--- src/rtl/approx_rc_adder_pipe_if.sv ---
// Request (operands + per-beat config) and response (sums + error) channels
// of the pipelined approximate ripple-carry adder.
interface approx_rc_adder_pipe_if #(
    parameter int WIDTH = 16,
    parameter int KW    = 5
);
    logic             in_valid;
    logic             in_ready;
    logic [WIDTH-1:0] in_a;
    logic [WIDTH-1:0] in_b;
    logic [KW-1:0]    cfg_k;
    logic [1:0]       cfg_mode;
    logic             out_valid;
    logic             out_ready;
    logic [WIDTH:0]   out_sum;
    logic [WIDTH:0]   out_exact;
    logic [WIDTH+1:0] out_err;

    modport master (output in_valid, in_a, in_b, cfg_k, cfg_mode, out_ready,
                    input  in_ready, out_valid, out_sum, out_exact, out_err);
    modport slave  (input  in_valid, in_a, in_b, cfg_k, cfg_mode, out_ready,
                    output in_ready, out_valid, out_sum, out_exact, out_err);
endinterface

--- src/rtl/approx_rc_adder_pipe.sv ---
// 2-stage approximate ripple-carry adder with per-beat approximation depth and
// cell type, parallel exact sum, signed error output and running error stats.
module approx_rc_adder_pipe #(
    parameter int WIDTH      = 16,
    parameter int APPROX_MAX = 14,
    parameter int KW         = 5,
    parameter int CNT_W      = 32
) (
    input  logic                  clk,
    input  logic                  rst,
    approx_rc_adder_pipe_if.slave bus,
    input  logic                  stat_clr,
    output logic [CNT_W-1:0]      stat_n,
    output logic [CNT_W-1:0]      stat_nerr,
    output logic [WIDTH:0]        stat_maxabs,
    output logic [CNT_W-1:0]      stat_sumabs
);
    localparam int STAGES = 2;

    typedef struct packed {
        logic [WIDTH:0] sum;
        logic [WIDTH:0] exact;
    } s1_t;

    logic [KW-1:0]     keff;
    logic [WIDTH:0]    approx_sum;
    logic [STAGES:1]   vld_pipe;
    s1_t               s1;
    logic [WIDTH:0]    sum_q;
    logic [WIDTH:0]    exact_q;
    logic [WIDTH+1:0]  err_q;
    logic              s1_adv;
    logic              s2_adv;
    logic              accept;
    logic              hs;
    logic [WIDTH:0]    abs_err;
    logic [CNT_W:0]    sumabs_nxt;

    assign keff = (bus.cfg_k > KW'(APPROX_MAX)) ? KW'(APPROX_MAX) : bus.cfg_k;

    // Single scalar carry walks the chain so the ripple stays acyclic.
    always_comb begin : p_approx
        logic c, s, co, x, y;
        c          = 1'b0;
        approx_sum = '0;
        for (int i = 0; i < WIDTH; i++) begin
            x  = bus.in_a[i];
            y  = bus.in_b[i];
            s  = x ^ y ^ c;
            co = (x & y) | (c & (x ^ y));
            if ((i < APPROX_MAX) && (KW'(i) < keff)) begin
                case (bus.cfg_mode)
                    2'd1:    begin s = ~c;    co = 1'b0; end
                    2'd2:    begin s = x | y; co = 1'b0; end
                    default: ;
                endcase
            end
            approx_sum[i] = s;
            c             = co;
        end
        approx_sum[WIDTH] = c;
    end

    assign s2_adv       = !vld_pipe[2] || bus.out_ready;
    assign s1_adv       = vld_pipe[1] && s2_adv;
    assign bus.in_ready = !vld_pipe[1] || s1_adv;
    assign accept       = bus.in_valid && bus.in_ready;
    assign hs           = vld_pipe[2] && bus.out_ready;

    assign bus.out_valid = vld_pipe[2];
    assign bus.out_sum   = sum_q;
    assign bus.out_exact = exact_q;
    assign bus.out_err   = err_q;

    always_ff @(posedge clk) begin
        if (rst) begin
            vld_pipe <= '0;
            s1       <= '0;
            sum_q    <= '0;
            exact_q  <= '0;
            err_q    <= '0;
        end else begin
            if (accept) begin
                vld_pipe[1] <= 1'b1;
                s1.sum      <= approx_sum;
                s1.exact    <= {1'b0, bus.in_a} + {1'b0, bus.in_b};
            end else if (s1_adv) begin
                vld_pipe[1] <= 1'b0;
            end
            if (s2_adv) begin
                vld_pipe[2] <= vld_pipe[1];
                if (vld_pipe[1]) begin
                    sum_q   <= s1.sum;
                    exact_q <= s1.exact;
                    err_q   <= {1'b0, s1.sum} - {1'b0, s1.exact};
                end
            end
        end
    end

    // Magnitude straight from the unsigned operands avoids negating err_q.
    assign abs_err    = (sum_q >= exact_q) ? (sum_q - exact_q) : (exact_q - sum_q);
    assign sumabs_nxt = {1'b0, stat_sumabs} + (CNT_W+1)'(abs_err);

    always_ff @(posedge clk) begin
        if (rst || stat_clr) begin
            stat_n      <= '0;
            stat_nerr   <= '0;
            stat_maxabs <= '0;
            stat_sumabs <= '0;
        end else if (hs) begin
            stat_n <= stat_n + 1'b1;
            if (sum_q != exact_q) stat_nerr <= stat_nerr + 1'b1;
            if (abs_err > stat_maxabs) stat_maxabs <= abs_err;
            stat_sumabs <= sumabs_nxt[CNT_W] ? '1 : sumabs_nxt[CNT_W-1:0];
        end
    end
endmodule

--- src/flat_wrapper.sv ---
// flat-port wrapper written by rule: the top's interface ports become plain ports
module approx_rc_adder_pipe_flat 
#(
    parameter int WIDTH      = 16,
    parameter int APPROX_MAX = 14,
    parameter int KW         = 5,
    parameter int CNT_W      = 32
)
  (clk, rst, stat_clr, stat_n, stat_nerr, stat_maxabs, stat_sumabs, bus_in_valid, bus_in_a, bus_in_b, bus_cfg_k, bus_cfg_mode, bus_out_ready, bus_in_ready, bus_out_valid, bus_out_sum, bus_out_exact, bus_out_err);
  approx_rc_adder_pipe_if #(.WIDTH(WIDTH), .KW(KW)) bus_i ();
  input  logic clk;
  input  logic rst;
  input  logic stat_clr;
  output logic [CNT_W-1:0] stat_n;
  output logic [CNT_W-1:0] stat_nerr;
  output logic [WIDTH:0] stat_maxabs;
  output logic [CNT_W-1:0] stat_sumabs;
  input wire logic [$bits(bus_i.in_valid)-1:0] bus_in_valid;
  input wire logic [$bits(bus_i.in_a)-1:0] bus_in_a;
  input wire logic [$bits(bus_i.in_b)-1:0] bus_in_b;
  input wire logic [$bits(bus_i.cfg_k)-1:0] bus_cfg_k;
  input wire logic [$bits(bus_i.cfg_mode)-1:0] bus_cfg_mode;
  input wire logic [$bits(bus_i.out_ready)-1:0] bus_out_ready;
  output wire logic [$bits(bus_i.in_ready)-1:0] bus_in_ready;
  output wire logic [$bits(bus_i.out_valid)-1:0] bus_out_valid;
  output wire logic [$bits(bus_i.out_sum)-1:0] bus_out_sum;
  output wire logic [$bits(bus_i.out_exact)-1:0] bus_out_exact;
  output wire logic [$bits(bus_i.out_err)-1:0] bus_out_err;
  assign bus_i.in_valid = bus_in_valid;
  assign bus_i.in_a = bus_in_a;
  assign bus_i.in_b = bus_in_b;
  assign bus_i.cfg_k = bus_cfg_k;
  assign bus_i.cfg_mode = bus_cfg_mode;
  assign bus_i.out_ready = bus_out_ready;
  assign bus_in_ready = bus_i.in_ready;
  assign bus_out_valid = bus_i.out_valid;
  assign bus_out_sum = bus_i.out_sum;
  assign bus_out_exact = bus_i.out_exact;
  assign bus_out_err = bus_i.out_err;
  approx_rc_adder_pipe #(.WIDTH(WIDTH), .APPROX_MAX(APPROX_MAX), .KW(KW), .CNT_W(CNT_W)) u_core (.clk(clk), .rst(rst), .bus(bus_i), .stat_clr(stat_clr), .stat_n(stat_n), .stat_nerr(stat_nerr), .stat_maxabs(stat_maxabs), .stat_sumabs(stat_sumabs));
endmodule
--- config.mk ---
export PLATFORM = sky130hd
export DESIGN_NAME = approx_rc_adder_pipe_flat
export DESIGN_NICKNAME = d
export VERILOG_FILES = /design/src/rtl/approx_rc_adder_pipe_if.sv /design/src/rtl/approx_rc_adder_pipe.sv /design/src/flat_wrapper.sv
export SDC_FILE = /design/constraint.sdc
export NUM_CORES = 1
export LEC_CHECK = 0
export CORE_ASPECT_RATIO = 1.25
export CORE_MARGIN = 2
export CORE_UTILIZATION = 40
export CTS_CLUSTER_SIZE = 10
export DETAILED_ROUTE_END_ITERATION = 8
export PLACE_DENSITY = 0.63
export SLEW_MARGIN = 20
export SYNTH_ARGS = -nofsm -noshare
export SYNTH_HDL_FRONTEND = slang
export SYNTH_SLANG_ARGS = --single-unit
--- constraint.sdc ---
create_clock -name clk -period 13.6 [get_ports clk]
set_input_delay 2.72 -clock clk [delete_from_list [all_inputs] [get_ports clk]]
set_output_delay 2.72 -clock clk [all_outputs]
set_load 0.05 [all_outputs]
Yosys cells after proc, flatten, opt, wreduce, memory -nomap -nowiden
Cells that the tools add are included.
{"block": "totals", "ff_bits": 201, "input_bits": 44, "out_inout_bits": 167, "n_memories": 0, "latch_bits": 0, "rom_bits": 0, "mem_bits_rw": 0, "elab_cells": 216}
{"block": "op_classes", "multipliers": 0, "n_bitwise": 104, "n_eq_ne": 3, "n_reduce_logical": 13, "n_shift": 0, "n_mux": 61, "order_cmp": 17, "n_div": 0, "addsub": 7}
{"op": "$add 32x1->32 const B", "n": 2}
{"op": "$mux 1", "n": 44}
{"op": "$sub 17x17->17", "n": 2}
{"op": "$add 32x17->33", "n": 1}
{"op": "$mux 32", "n": 1}
{"op": "$and 1x1->1", "n": 31}
{"op": "$xor 1x1->1", "n": 31}
{"op": "$lt 4x5->1 const A", "n": 6}
{"op": "$or 1x1->1", "n": 29}
{"op": "$pmux 1 s2", "n": 14}
{"op": "$lt 3x5->1 const A", "n": 4}
{"op": "$sub 17x17->18", "n": 1}
{"op": "$add 16x16->17", "n": 1}
{"op": "$ge 17x17->1", "n": 1}
{"op": "$gt 17x17->1", "n": 1}
{"op": "$mux 17", "n": 1}
{"op": "$ne 17x17->1", "n": 1}
{"op": "$not 1->1", "n": 13}
{"op": "$lt 1x5->1 const A", "n": 2}
{"op": "$lt 2x5->1 const A", "n": 2}
{"op": "$reduce_and 2->1", "n": 3}
{"op": "$gt 5x4->1 const B", "n": 1}
{"op": "$mux 5", "n": 1}
{"op": "$logic_and 1x1->1", "n": 3}
{"op": "6 further kinds", "n": 9}

Logic depth before layout (Yosys ltp)
{"block": "depth", "ltp_word": 60, "mapped_depth": 35, "ltp_nobuf": 34}

Least setup slack after synthesis
Ideal clock, no wire load.
{"block": "synth_timing", "path_type": "input -> register", "startpoint": "input bus_cfg_mode[0]", "endpoint": "register u_core.s1[32] (netlist name)", "cell_stages": 35, "arrival_ns": 10.885, "path_buffers": 1, "path_slack_ns": 2.629, "required_ns": 13.514, "setup_ns": 0.086, "path_cell_list": "inv_1 ha_1 clkbuf_1 a21oi_1 nor2_1 fa_1 nor2b_1 fa_1 nor2b_1 fa_1 nor2b_1 fa_1 nor2b_1 fa_1 nor2b_1 fa_1 nor2b_1 fa_1 nor2b_1 fa_1 nor2b_1 fa_1 nor2b_1 fa_1 nor2b_1 fa_1 nor2b_1 fa_1 nor2b_1 fa_1 nor2b_1 fa_1 inv_1 fa_1 a211oi_1"}
{"block": "synth_via", "elab_chain_len": 59, "elab_cells_between_ends": 60, "classes_between": "eq/ne (2); mux (28); bitwise (29); reduce/logical (1)"}
{"item": "start, declared", "line": "flat_wrapper.sv:22", "source": "input wire logic [$bits(bus_i.cfg_mode)-1:0] bus_cfg_mode;"}
{"item": "$eq 2x1->1 or $eq 2x2->1 (tied branches)", "line": "approx_rc_adder_pipe.sv:52", "source": "case (bus.cfg_mode)"}
{"item": "$reduce_or 2->1 (no line) *"}
{"item": "$mux 1", "line": "approx_rc_adder_pipe.sv:52"}
{"item": "$mux 1", "line": "approx_rc_adder_pipe.sv:51", "source": "if ((i < APPROX_MAX) && (KW'(i) < keff)) begin"}
{"item": "$and 1x1->1", "line": "approx_rc_adder_pipe.sv:50", "source": "co = (x & y) | (c & (x ^ y));"}
{"item": "$or 1x1->1", "line": "approx_rc_adder_pipe.sv:50"}
{"item": "$mux 1", "line": "approx_rc_adder_pipe.sv:52"}
{"item": "$mux 1", "line": "approx_rc_adder_pipe.sv:51"}
{"item": "(+43 left out)"}
{"item": "$mux 1", "line": "approx_rc_adder_pipe.sv:51"}
{"item": "$and 1x1->1", "line": "approx_rc_adder_pipe.sv:50"}
{"item": "$or 1x1->1", "line": "approx_rc_adder_pipe.sv:50"}
{"item": "$mux 1", "line": "approx_rc_adder_pipe.sv:52"}
{"item": "$mux 1 *", "line": "approx_rc_adder_pipe.sv:51"}
{"item": "$and 1x1->1 *", "line": "approx_rc_adder_pipe.sv:50"}
{"item": "$or 1x1->1 *", "line": "approx_rc_adder_pipe.sv:50"}
{"item": "$xor 1x1->1 *", "line": "approx_rc_adder_pipe.sv:49", "source": "s = x ^ y ^ c;"}
{"item": "end, declared", "line": "approx_rc_adder_pipe.sv:28", "source": "s1_t s1;"}
Every way passes the cells marked *; elsewhere a longest branch is shown, timed or not.
A chain may end at the register's enable or synchronous reset.

Worst setup path after layout
Ends and elaborated chain as after synthesis.

==> flow_summary.json <==
{
  "synth_nets": 1793,
  "ios": 211,
  "wl_um": 33940,
  "holdBufCountCts": 0,
  "timing.rr.end": "u_core.stat_sumabs[27]",
  "cts_sinks": 201,
  "min_period_ns": 11.50,
  "viasPerCell": 5.220,
  "crit_fanout": 14,
  "grt_pass1_vias": 11010,
  "cts_root_buf": "clkbuf_16",
  "crit_start": "bus_cfg_mode[0]",
  "yosysUniqueCellTypes": 80,
  "grt_usage_pct": 19.68,
  "outcome": "finished, final reports clean",
  "route.detailed.drc": 0,
  "antenna_found_initial": 0,
  "avgSynthCellArea_um2": 8.045,
  "hold_end": "u_core.bus.out_err[4]",
  "area_delta_synth_final_pct": 23.55,
  "final.setup.tns_ns": 0,
  "grt_start_max_net_pins": 102,
  "numCtsBuffers": 24,
  "first_pass_iters": 4,
  "pre_cts_ws_ns": 1.525,
  "synth_flop_cell": "dfxtp_1",
  "slew_headroom_pct": 29.32,
  "crit_cells": 35,
  "hold_depth": 2,
  "die_w_um": 165.0,
  "layoutNonFillerInstCount": 2204,
  "place_congestion": 0.8576,
  "drv_slew": 0,
  "cts_max_path_buffers": 3,
  "max_freq_ghz": 0.08694,
  "clkTransAtPathRegs_ns": 0.05,
  "place.detailed.hpwl_um": 26360,
  "netlist_top_cells_area": "dfxtp_1 31%, ha_1 11%, a21oi_1 6.8%",
  "end_kind": "flop",
  "crit_top_cell": "fa_1",
  "critical-path-top-delay-family": "adder cells",
  "crit_slowest_cell": "clkdlybuf4s50_1",
  "nets": 1968,
  "setup_viol": 0,
  "num_vias": 11500,
  "crit_buf_inv": 3,
  "io_buffers": 210,
  "worst_hold_path_type": "flop to flop",
  "crit_required_ns": 14.03,
  "ant_nets": 0,
  "hold_slack_ns": 0.4501,
  "synthArstFlopShare_pct": 0,
  "synth_seq_area_share_pct": 31.05,
  "synth_cells": 1611,
  "finClkSkew_ns": 0.01517,
  "yosysTopAreaCellShare_pct": 31.05,
  "synth_edf_count": 0,
  "cts_max_level": 1,
  "dpl_cell_area_um2": 15330,
  "arrival_ns": 11.93,
  "r2r_start": "u_core.bus.out_exact[10]",
  "cts-resized-gates": 0,
  "diodes": 0,
  "die_area_um2": 33860,
  "ys_ff_latch": 201,
  "r2r_setup_slack_ns": 8.34,
  "final_cell_area_um2": 16010,
  "vdd.ir_drop.worst_mv": 0.08568,
  "drv_cap": 0,
  "grt_first_pass_wirelength_um": 54710,
  "rows": 73,
  "cts_setup_buffers": 0,
  "die_height_um": 205.2,
  "pwr_density_cell_nw_per_um2": 113.4,
  "synth_warnings": 0,
  "tritoncts": "done",
  "synth_area_um2": 12960,
  "clkLatencyLatePin_ns": 0.53,
  "core_um2": 31880,
  "dp_cells": 2170,
  "slowest_delay_ns": 0.48,
  "avgRoutedWirePerCell_um": 15.40,
  "grt_overflow_total": 0,
  "start_util_pct": 40.66,
  "start_kind": "input port",
  "setup_slack_ns": 2.098,
  "fin_crit_sh_pct": 84.57,
  "hold_path.startpoint": "u_core.bus.out_err[4]",
  "power.leakage_nw": 6.241,
  "drive_gt1_share_pct": 3.906,
  "hold_viol": 0,
  "tightest_slew_ns": 1.058,
  "yosysTopAreaCell": "dfxtp_1",
  "worstSetupPathType": "input port to flop",
  "rsz0062_at_grt": "no",
  "drt_iter0_drc": 607,
  "rr_worst_depth": 18
}
cell usage after synthesis (5+ instances only):
| cell | n |
|---|---|
| nor3_1 | 19 |
| inv_1 | 130 |
| nand4_1 | 16 |
| o22ai_1 | 6 |
| nor2_1 | 145 |
| nand4b_1 | 5 |
| or3_1 | 21 |
| buf_1 | 5 |
| a21oi_1 | 177 |
| and2_1 | 14 |
| buf_2 | 5 |
| a21o_1 | 31 |
| ha_1 | 118 |
| nor2b_1 | 30 |
| o21ai_0 | 70 |
| o21a_1 | 18 |
| a31oi_1 | 20 |
| nand2_1 | 184 |
| a311oi_1 | 6 |
| o211ai_1 | 12 |
| nand3_1 | 29 |
| a211oi_1 | 20 |
| clkbuf_1 | 54 |
| and4_1 | 8 |
| nand2b_1 | 7 |
| xor2_1 | 53 |
| fa_1 | 20 |
| dfxtp_1 | 201 |
| and3_1 | 27 |
| mux2i_1 | 23 |
| xnor2_1 | 46 |
cell families (layout without fill, tap and decap cells):
kind of cell / after synthesis / count (layout) / synth area share (%)
compound gates: 415 / 415 / 20.02
mux: 25 / 25 / 1.950
xor+xnor: 99 / 99 / 6.691
fa+ha+maj: 138 / 138 / 14.48
flops: 201 / 201 / 31.05
simple gates: 533 / 533 / 19.66
buf+inv: 200 / 381 / 6.150
per-stage QoR:
stage          power, W  utilization (%)
5_1_grt        0.001933            50.23
6_report       0.001815            50.23
2_1_floorplan  0.001121                -
3_3_place_gp   0.001257            48.09
3_5_place_dp   0.001269            48.09
4_1_cts        0.001835            50.11
metal layers:
| layer | track usage, % | vias to the layer above | part of all wire, % |
|---|---|---|---|
| li1 | - | 5899 | - |
| met1 | 23.45 | 5286 | 43 |
| met4 | 8.230 | 0 | 4.2 |
| met5 | 0 | - | 0 |
| met2 | 35.01 | 251 | 48 |
| met3 | 2.903 | 68 | 4.4 |
how the worst max path moves through the flow:
stage               slack (ns)       endpoint
floorplan                 2.63  u_core.s1[32]
global route              1.66  u_core.s1[32]
CTS                       2.05  u_core.s1[32]
finish                    2.10  u_core.s1[32]
detailed placement        1.53  u_core.s1[32]
global placement          1.69  u_core.s1[32]
cell type report:
class / instances / area [µm²]
fillers: 3062 / 15870
multi-input cells: 1210 / 8152
flip-flops and latches: 201 / 4024
repair buffers: 219 / 2188
clock buffers: 30 / 623.1
well taps: 412 / 515.5
inverters: 130 / 488.0
clock inverters: 2 / 21.27
sequential cells by signal, summed over array words and instances, names as in the netlist:
| name | flops |
|---|---|
| u_core.vld_pipe | 2 |
| u_core.stat_maxabs | 17 |
| u_core.bus.out_sum | 17 |
| u_core.bus.out_exact | 17 |
| u_core.bus.out_err | 18 |
| u_core.stat_sumabs | 32 |
| u_core.stat_nerr | 32 |
| u_core.s1 | 34 |
| u_core.stat_n | 32 |
placed cells by master (no fill, tap or decap), types with 31 or more instances in the layout:
cell             instances
xnor2_1                 46
dfxtp_1                201
inv_1                  130
ha_1                   118
xor2_1                  53
nor2_1                 145
clkdlybuf4s50_1        209
o21ai_0                 70
a21o_1                  31
nand2_1                184
a21oi_1                177
power by group:
group          internal [W]  switching, W
combinational      0.000256      0.000369
clock              0.000318      0.000239
sequential         0.000613     0.0000204
total               0.00119      0.000628
tightest hold or removal path, cell delays in order (launching register included):
cell and delay (ns):
dfxtp_1 0.31, nand2_1 0.05, a21oi_1 0.05
Note: power is estimated with default switching activity, not from simulation.
